<file path="config.mk">
export PLATFORM = sky130hd
export DESIGN_NAME = cp0_regs_flat
export DESIGN_NICKNAME = d
export VERILOG_FILES = /design/src/rtl/cp0_regs_if.sv /design/src/rtl/cp0_regs.sv /design/src/flat_wrapper.sv
export SDC_FILE = /design/constraint.sdc
export NUM_CORES = 1
export LEC_CHECK = 0
export ABC_CLOCK_PERIOD_IN_PS = 2500
export CAP_MARGIN = 10
export CORE_ASPECT_RATIO = 1.1
export CORE_MARGIN = 8
export CORE_UTILIZATION = 55
export DETAILED_ROUTE_END_ITERATION = 10
export DONT_BUFFER_PORTS = 1
export PLACE_DENSITY = 0.7
export SYNTH_ARGS = -nofsm -noshare
export SYNTH_HDL_FRONTEND = slang
export SYNTH_SLANG_ARGS = --single-unit
</file>
<file path="constraint.sdc">
create_clock -name clk -period 2.5 [get_ports clk]
set_input_delay 0.375 -clock clk [delete_from_list [all_inputs] [get_ports clk]]
set_output_delay 0.375 -clock clk [all_outputs]
set_load 0.1 [all_outputs]
</file>
<file path="src/rtl/cp0_regs_if.sv">
// Coprocessor-0 access bus between the pipeline (master) and the CP0 register file (slave).
// Inputs are single-cycle commit pulses with no backpressure; read data and status outputs are combinational.
interface cp0_regs_if #(
  parameter int HW_INT_NUM = 6
);
  logic [HW_INT_NUM-1:0] ext_int_in;
  logic                  wb_ex;
  logic [4:0]            wb_excode;
  logic [31:0]           wb_badvaddr;
  logic                  wb_bd;
  logic [31:0]           wb_pc;
  logic                  eret_flush;
  logic                  mtc0_we;
  logic [4:0]            c0_waddr;
  logic [31:0]           c0_wdata;
  logic [4:0]            c0_raddr;
  logic [31:0]           c0_rdata;
  logic [31:0]           epc_out;
  logic                  status_exl;
  logic                  int_req;

  modport master (
    output ext_int_in, wb_ex, wb_excode, wb_badvaddr, wb_bd, wb_pc,
    output eret_flush, mtc0_we, c0_waddr, c0_wdata, c0_raddr,
    input  c0_rdata, epc_out, status_exl, int_req
  );

  modport slave (
    input  ext_int_in, wb_ex, wb_excode, wb_badvaddr, wb_bd, wb_pc,
    input  eret_flush, mtc0_we, c0_waddr, c0_wdata, c0_raddr,
    output c0_rdata, epc_out, status_exl, int_req
  );
endinterface

</file>
<file path="src/rtl/cp0_regs.sv">
// MIPS-style CP0 register file: BadVAddr, Count, Compare, Status, Cause, EPC plus interrupt request.
// Define CP0_TIMER_INT_EN to build the Count/Compare timer and its TI interrupt on IP7.
module cp0_regs #(
  parameter int HW_INT_NUM = 6,
  parameter int COUNT_DIV  = 2
) (
  input  logic      clk,
  input  logic      reset,
  cp0_regs_if.slave bus
);

  localparam logic [4:0] ADDR_BADVADDR = 5'd8;
  localparam logic [4:0] ADDR_COUNT    = 5'd9;
  localparam logic [4:0] ADDR_COMPARE  = 5'd11;
  localparam logic [4:0] ADDR_STATUS   = 5'd12;
  localparam logic [4:0] ADDR_CAUSE    = 5'd13;
  localparam logic [4:0] ADDR_EPC      = 5'd14;

  if (HW_INT_NUM < 1 || HW_INT_NUM > 6) begin : g_bad_hw_int_num
    $error("cp0_regs: HW_INT_NUM must be 1..6");
  end
  if (COUNT_DIV < 1 || COUNT_DIV > 16) begin : g_bad_count_div
    $error("cp0_regs: COUNT_DIV must be 1..16");
  end

  logic [7:0]            im_q, im_d;
  logic                  ie_q, ie_d;
  logic                  exl_q, exl_d;
  logic                  bd_q, bd_d;
  logic [4:0]            exc_q, exc_d;
  logic [1:0]            ip_sw_q, ip_sw_d;
  logic [HW_INT_NUM-1:0] ip_hw_q, ip_hw_d;
  logic [31:0]           epc_q, epc_d;
  logic [31:0]           badv_q, badv_d;

  logic                  wr_status;
  logic                  wr_cause;
  logic                  wr_epc;
  logic                  badv_load;

  logic                  ti;
  logic [31:0]           count_rd;
  logic [31:0]           compare_rd;
  logic [7:0]            ip;
  logic [31:0]           status_rd;
  logic [31:0]           cause_rd;
  logic [31:0]           rdata;

  assign wr_status = bus.mtc0_we && (bus.c0_waddr == ADDR_STATUS);
  assign wr_cause  = bus.mtc0_we && (bus.c0_waddr == ADDR_CAUSE);
  assign wr_epc    = bus.mtc0_we && (bus.c0_waddr == ADDR_EPC);
  assign badv_load = bus.wb_ex && ((bus.wb_excode == 5'h04) || (bus.wb_excode == 5'h05));

  // Writes are layered lowest priority first: MTC0, then ERET, then exception commit.
  always_comb begin
    im_d    = im_q;
    ie_d    = ie_q;
    exl_d   = exl_q;
    bd_d    = bd_q;
    exc_d   = exc_q;
    ip_sw_d = ip_sw_q;
    ip_hw_d = bus.ext_int_in;
    epc_d   = epc_q;
    badv_d  = badv_q;

    if (wr_status) begin
      im_d  = bus.c0_wdata[15:8];
      exl_d = bus.c0_wdata[1];
      ie_d  = bus.c0_wdata[0];
    end
    if (wr_cause) begin
      ip_sw_d = bus.c0_wdata[9:8];
    end
    if (wr_epc) begin
      epc_d = bus.c0_wdata;
    end

    if (bus.eret_flush) begin
      exl_d = 1'b0;
    end

    if (bus.wb_ex) begin
      exl_d = 1'b1;
      exc_d = bus.wb_excode;
      // A nested exception keeps the original return point and delay-slot flag.
      if (!exl_q) begin
        bd_d  = bus.wb_bd;
        epc_d = bus.wb_bd ? (bus.wb_pc - 32'd4) : bus.wb_pc;
      end else begin
        epc_d = epc_q;
      end
    end
    if (badv_load) begin
      badv_d = bus.wb_badvaddr;
    end
  end

  always_ff @(posedge clk) begin
    if (reset) begin
      im_q    <= '0;
      ie_q    <= 1'b0;
      exl_q   <= 1'b0;
      bd_q    <= 1'b0;
      exc_q   <= '0;
      ip_sw_q <= '0;
      ip_hw_q <= '0;
      epc_q   <= '0;
      badv_q  <= '0;
    end else begin
      im_q    <= im_d;
      ie_q    <= ie_d;
      exl_q   <= exl_d;
      bd_q    <= bd_d;
      exc_q   <= exc_d;
      ip_sw_q <= ip_sw_d;
      ip_hw_q <= ip_hw_d;
      epc_q   <= epc_d;
      badv_q  <= badv_d;
    end
  end

`ifdef CP0_TIMER_INT_EN
  localparam logic [3:0] PRESC_LAST = 4'(COUNT_DIV - 1);

  logic [3:0]  presc_q, presc_d;
  logic [31:0] count_q, count_d;
  logic [31:0] compare_q, compare_d;
  logic        ti_q, ti_d;
  logic        wr_count;
  logic        wr_compare;

  assign wr_count   = bus.mtc0_we && (bus.c0_waddr == ADDR_COUNT);
  assign wr_compare = bus.mtc0_we && (bus.c0_waddr == ADDR_COMPARE);

  always_comb begin
    presc_d   = (presc_q == PRESC_LAST) ? 4'd0 : (presc_q + 4'd1);
    count_d   = (presc_q == PRESC_LAST) ? (count_q + 32'd1) : count_q;
    compare_d = compare_q;
    ti_d      = ti_q;
    if (wr_count) begin
      count_d = bus.c0_wdata;
    end
    if (count_q == compare_q) begin
      ti_d = 1'b1;
    end
    // Rewriting Compare acknowledges the timer even if a match is seen this cycle.
    if (wr_compare) begin
      compare_d = bus.c0_wdata;
      ti_d      = 1'b0;
    end
  end

  always_ff @(posedge clk) begin
    if (reset) begin
      presc_q   <= '0;
      count_q   <= '0;
      compare_q <= 32'hFFFF_FFFF;
      ti_q      <= 1'b0;
    end else begin
      presc_q   <= presc_d;
      count_q   <= count_d;
      compare_q <= compare_d;
      ti_q      <= ti_d;
    end
  end

  assign ti         = ti_q;
  assign count_rd   = count_q;
  assign compare_rd = compare_q;
`else
  assign ti         = 1'b0;
  assign count_rd   = 32'd0;
  assign compare_rd = 32'd0;
`endif

  // Hardware lines occupy IP[2 +: HW_INT_NUM]; unused upper lines read zero, IP7 also carries TI.
  always_comb begin
    ip      = 8'h00;
    ip[1:0] = ip_sw_q;
    ip[7:2] = 6'(ip_hw_q);
    ip[7]   = ip[7] | ti;
  end

  assign status_rd = {9'b0, 1'b1, 6'b0, im_q, 6'b0, exl_q, ie_q};
  assign cause_rd  = {bd_q, ti, 14'b0, ip, 1'b0, exc_q, 2'b0};

  always_comb begin
    rdata = 32'd0;
    case (bus.c0_raddr)
      ADDR_BADVADDR: rdata = badv_q;
      ADDR_COUNT:    rdata = count_rd;
      ADDR_COMPARE:  rdata = compare_rd;
      ADDR_STATUS:   rdata = status_rd;
      ADDR_CAUSE:    rdata = cause_rd;
      ADDR_EPC:      rdata = epc_q;
      default:       rdata = 32'd0;
    endcase
  end

  assign bus.c0_rdata   = rdata;
  assign bus.epc_out    = epc_q;
  assign bus.status_exl = exl_q;
  assign bus.int_req    = ie_q && !exl_q && ((ip & im_q) != 8'h00);

endmodule

</file>
<file path="src/flat_wrapper.sv">
// flat-port wrapper written by rule: the top's interface ports become plain ports
module cp0_regs_flat 
#(
  parameter int HW_INT_NUM = 6,
  parameter int COUNT_DIV  = 2
)
  (clk, reset, bus_ext_int_in, bus_wb_ex, bus_wb_excode, bus_wb_badvaddr, bus_wb_bd, bus_wb_pc, bus_eret_flush, bus_mtc0_we, bus_c0_waddr, bus_c0_wdata, bus_c0_raddr, bus_c0_rdata, bus_epc_out, bus_status_exl, bus_int_req);
  cp0_regs_if #(.HW_INT_NUM(HW_INT_NUM)) bus_i ();
  input  logic clk;
  input  logic reset;
  input wire logic [$bits(bus_i.ext_int_in)-1:0] bus_ext_int_in;
  input wire logic [$bits(bus_i.wb_ex)-1:0] bus_wb_ex;
  input wire logic [$bits(bus_i.wb_excode)-1:0] bus_wb_excode;
  input wire logic [$bits(bus_i.wb_badvaddr)-1:0] bus_wb_badvaddr;
  input wire logic [$bits(bus_i.wb_bd)-1:0] bus_wb_bd;
  input wire logic [$bits(bus_i.wb_pc)-1:0] bus_wb_pc;
  input wire logic [$bits(bus_i.eret_flush)-1:0] bus_eret_flush;
  input wire logic [$bits(bus_i.mtc0_we)-1:0] bus_mtc0_we;
  input wire logic [$bits(bus_i.c0_waddr)-1:0] bus_c0_waddr;
  input wire logic [$bits(bus_i.c0_wdata)-1:0] bus_c0_wdata;
  input wire logic [$bits(bus_i.c0_raddr)-1:0] bus_c0_raddr;
  output wire logic [$bits(bus_i.c0_rdata)-1:0] bus_c0_rdata;
  output wire logic [$bits(bus_i.epc_out)-1:0] bus_epc_out;
  output wire logic [$bits(bus_i.status_exl)-1:0] bus_status_exl;
  output wire logic [$bits(bus_i.int_req)-1:0] bus_int_req;
  assign bus_i.ext_int_in = bus_ext_int_in;
  assign bus_i.wb_ex = bus_wb_ex;
  assign bus_i.wb_excode = bus_wb_excode;
  assign bus_i.wb_badvaddr = bus_wb_badvaddr;
  assign bus_i.wb_bd = bus_wb_bd;
  assign bus_i.wb_pc = bus_wb_pc;
  assign bus_i.eret_flush = bus_eret_flush;
  assign bus_i.mtc0_we = bus_mtc0_we;
  assign bus_i.c0_waddr = bus_c0_waddr;
  assign bus_i.c0_wdata = bus_c0_wdata;
  assign bus_i.c0_raddr = bus_c0_raddr;
  assign bus_c0_rdata = bus_i.c0_rdata;
  assign bus_epc_out = bus_i.epc_out;
  assign bus_status_exl = bus_i.status_exl;
  assign bus_int_req = bus_i.int_req;
  cp0_regs #(.HW_INT_NUM(HW_INT_NUM), .COUNT_DIV(COUNT_DIV)) u_core (.clk(clk), .reset(reset), .bus(bus_i));
endmodule
</file>
# Word level (Yosys, flattened, before mapping)
# Cells that the tools add are included.
# op_classes
addsub	1
n_bitwise	2
n_eq_ne	10
reduce_logical	13
mux	8
# ops
operator	n
32-bit two-way mux	4
32-bit case mux with 4 select lines	1
5-bit by 4-bit equality test with 1-bit output (second input constant)	7
32-bit by 3-bit subtractor with 32-bit output (second input constant)	1
5-bit by 3-bit equality test with 1-bit output (second input constant)	2
8-bit AND	1
8-bit nonzero test	1
1-bit logical AND	6
2-bit AND reduction	2
1-bit two-way mux	3
3-bit nonzero test	1
2-bit != test (second input constant)	1
2-bit nonzero test	1
1-bit logical NOT	1
1-bit logical OR	1
1-bit inverter	1
# totals
input_bits	123
output_inout_bits	66
register_bits	88
elab_cells	43

# Depth between registers and ports, before layout
# logic_depth
ltp_word	5
ltp_mapped	7
depth_no_buf	7

# Worst setup path after synthesis
# Ideal clock, no wire load.
# synth_path
path_type	reg2out
from	register u_core.exl_q, in the netlist u_core.bus.status_exl
to	output port bus_int_req
stages_incl_launch_ff	3
setup_slack_ns	-1.238
required_time_ns	2.125
path_buffers	1
arrival_time_ns	3.363
cell_sequence	dfxtp_1 -> clkbuf_1 -> a311oi_1
# synth_via
elab_chain_len	3
# synth_lines
item	line	rtl
start, declared	cp0_regs.sv:28	logic exl_q, exl_d;
start signal, assigned	cp0_regs.sv:112	exl_q <= exl_d;
1-bit logical NOT	-	
1-bit logical AND (2 in a row)	cp0_regs.sv:203	assign bus.int_req = ie_q && !exl_q && ((ip & im_q) != 8'h00);
end, declared	flat_wrapper.sv:25	output wire logic [$bits(bus_i.int_req)-1:0] bus_int_req;
# No other way between the ends.

# Final worst setup path
# layout_path
from	input port bus_c0_raddr[0]
to	output port bus_c0_rdata[21]
# layout_via
elab_chain_len	2
elab_cells_between_ends	5
classes_between	4 x eq/ne; 1 x mux
# layout_lines
item	line	rtl
start, declared	flat_wrapper.sv:21	input wire logic [$bits(bus_i.c0_raddr)-1:0] bus_c0_raddr;
5-bit by 4-bit equality test with 1-bit output	cp0_regs.sv:189	case (bus.c0_raddr)
32-bit case mux with 4 select lines *	cp0_regs.sv:189	
end, declared	flat_wrapper.sv:22	output wire logic [$bits(bus_i.c0_rdata)-1:0] bus_c0_rdata;
# Mark *: on every way between the ends. The rest lies on a longest branch, timed or not.

==> results.json <==
{
  "die_area_um2": 11400,
  "grt_setup_unrepaired": "no",
  "yosysWarnings": 0,
  "nNetsFinal": 732,
  "cts_buffers": 9,
  "cts_resized": 0,
  "grt_max_degree": 92,
  "total_leakage_power_uw": 0.00204,
  "relSlewSlack": 0.505,
  "synth_area_leaders": "dfxtp_1 39%, nand2_1 9.2%, mux2i_1 6.6%",
  "outcome": "finished clean",
  "viasPerCell": 6.25,
  "core_area_um2": 7960,
  "hold_class": "in2reg",
  "fp.dieW_um": 103,
  "fin_crit_ps": 2130,
  "ios": 189,
  "finalHoldViolations": 0,
  "clkLatencyLatePin_ps": 350,
  "initialDrtViolationCount": 278,
  "synth_top_cell_area_share": 0.388,
  "wirelength_mm": 16.2,
  "dr.pass1.iters": 5,
  "route.vias.total": 4510,
  "critPathMaxFanout": 21,
  "num_rows": 34,
  "hpwl_mm": 12.4,
  "synth_seq_cells": 88,
  "synth_top_cell_by_area": "dfxtp_1",
  "p_per_area_nw_per_um2": 561,
  "gp_congestion": 0.937,
  "total_power_uw": 3200,
  "peakVddDrop_v": 0.000368,
  "grt_remaining_overflow": 0,
  "setup_viol": 0,
  "worstMarginPinSlew_ps": 740,
  "io_buffers": 0,
  "crit_family": "simple AND/OR/NAND/NOR gates",
  "crit_path_start_kind": "primary input",
  "whs_path_depth": 1,
  "die_h_um": 111,
  "synthArstFlopShare": 0,
  "cts_tree": "done",
  "cp_cell_sequence": "or4b_1 -> nor2_2 -> buf_4 -> a22o_2 -> buf_12",
  "area_growth_pct": 25.7,
  "antenna_found_initial": 1,
  "fin_skew_ps": 9.45,
  "grt_pass1_vias": 4573,
  "fmax_mhz": 469,
  "drive_above_1_share": 0.220,
  "cts_num_sinks": 88,
  "cts_setup_buffers": 0,
  "crit_slowest_cell": "or4b_1",
  "dpl_cell_area_um2": 5500,
  "drv_cap": 0,
  "drtAntennaViolNets": 0,
  "syn_inst": 564,
  "path_class": "in2out",
  "yosysSeqAreaShare": 0.388,
  "min-delay-start": "reset",
  "start_util": 0.571,
  "wl_per_cell_um": 22.5,
  "ff2ff_path_depth": 6,
  "grt_pass1_wl_mm": 24.6,
  "path_depth": 5,
  "drc": 0,
  "area.sequential_um2": 1760,
  "maxSlewViolCount": 0,
  "ys_types": 48,
  "ctsHoldBuffers": 0,
  "critPathArrivalTime_ps": 1760,
  "synth-edff-count": 0,
  "htree_num_levels": 3,
  "synth_fp_nets": 688,
  "multi_input_area_um2": 2770,
  "synth_area_um2": 4540,
  "path_clk_slew_ps": 100,
  "num-fill-cells": 650,
  "cp-end-kind": "output port",
  "syn-mean-instance-area_um2": 8.05,
  "critPathBufInv": 2,
  "critPathMaxStageDelay_ps": 560,
  "period_share": 0.853,
  "final_core_util": 0.717,
  "stdcell_area_um2": 5700,
  "cp-startpoint": "bus_c0_raddr[0]",
  "ys.flop_type": "dfxtp_1",
  "grt_usage": 0.277,
  "crit-reg2reg-launch": "u_core.bus.status_exl",
  "required_ps": 2120,
  "root_buffer": "clkbuf_8",
  "clock_path_buffers": 2
}
state kept, by name, indices dropped and copies added (netlist names):
name and count:
u_core.exc_q 5, u_core.bus.status_exl 1, u_core.bus.epc_out 32, u_core.im_q 8
u_core.ie_q 1, u_core.badv_q 32, u_core.bd_q 1, u_core.ip_sw_q 2
u_core.ip_hw_q 6
metal layers:
layer	vias up	track usage	wire length (um)
met3	24	0.118	2070
met1	2133	0.296	5580
li1	2111	-	-
met5	-	0	0
met2	242	0.468	8130
met4	0	0.100	459
layout by cell type, fill, tap and decap left out, types with 3 or more instances in the layout:
cell type,synthesis,routed
nand4_1,3,3
xor2_1,13,13
a211o_1,6,6
a22o_2,0,15
nor2_1,42,41
a221oi_1,9,9
or4b_1,4,4
clkbuf_8,0,9
nand4b_1,4,4
o21ai_1,6,3
nor3_1,12,11
a22oi_1,23,23
o21ai_2,0,4
buf_4,0,54
a31oi_1,7,7
a211oi_1,8,8
nand2_4,0,12
or3_1,10,10
buf_12,0,20
inv_6,0,3
a21oi_1,52,52
nand3_1,9,9
o211ai_1,5,5
nor2b_1,6,6
dfxtp_1,88,87
or4_1,3,3
inv_1,7,7
mux2i_1,30,30
xnor2_1,12,12
nor4_1,4,4
nand2_1,111,98
o21ai_0,6,5
kinds of logic (layout without fill, tap and decap cells):
logic type,after synthesis,after routing,share of synthesized area
other,0,1,0
buffers and inverters,48,97,0.0397
AO/OA/AOI/OAI,143,143,0.210
XOR/XNOR,25,25,0.0482
adder cells (fa/ha/maj),1,1,0.00276
flip-flops,88,88,0.388
multiplexers,30,30,0.0662
AND/OR/NAND/NOR,229,229,0.245
worst reg2reg max path, delay by kind of cell (launching register included):
family	cells	cell delay [ps]
buf+inv	2	630
simple gates	2	470
flops	1	330
compound gates	2	250
final timing paths:
kind / to / slack, ps
worst max-delay path: bus_c0_rdata[21] / 370
worst min-delay path: u_core.bus.epc_out[26] / 90
worst max register to register: u_core.bus.epc_out[4] / 720
worst min register to register: u_core.badv_q[21] / 450
cell type report:
cell class	instances	share of cell area
multi-input cells	428	0.485
well taps	108	0.0237
repair buffers	74	0.141
flip-flops and latches	88	0.309
clock inverters	7	0.0145
clock buffers	9	0.0217
inverters	7	0.00461
diodes	1	0.000439
Yosys cell counts (all sizes together) (8+ instances only):
master    n
or3      10
nand3     9
o21ai    12
a221oi   10
nor2     42
a22o     16
nor3     12
mux2i    30
a21oi    52
a211oi    8
a22oi    23
xor2     13
nand2   111
xnor2    12
clkbuf   38
dfxtp    88
per-stage QoR:
stage / worst slack [ps] / setup TNS [ps] / std cells / hold WS, ps
global route: 309 / 0 / 722 / 48.6
finish: 368 / 0 / 722 / 88.8
global placement: 287 / 0 / 705 / 436
CTS: 368 / 0 / 721 / 71.7
detailed placement: 260 / 0 / 705 / 440
floorplan: -375 / -2290 / 564 / 436
where the power goes:
part	switching, uW	total (uW)	internal, uW
clock network	564	1040	480
registers	43.0	1500	1460
logic	484	650	167
Note: power is estimated with default switching activity, not from simulation.
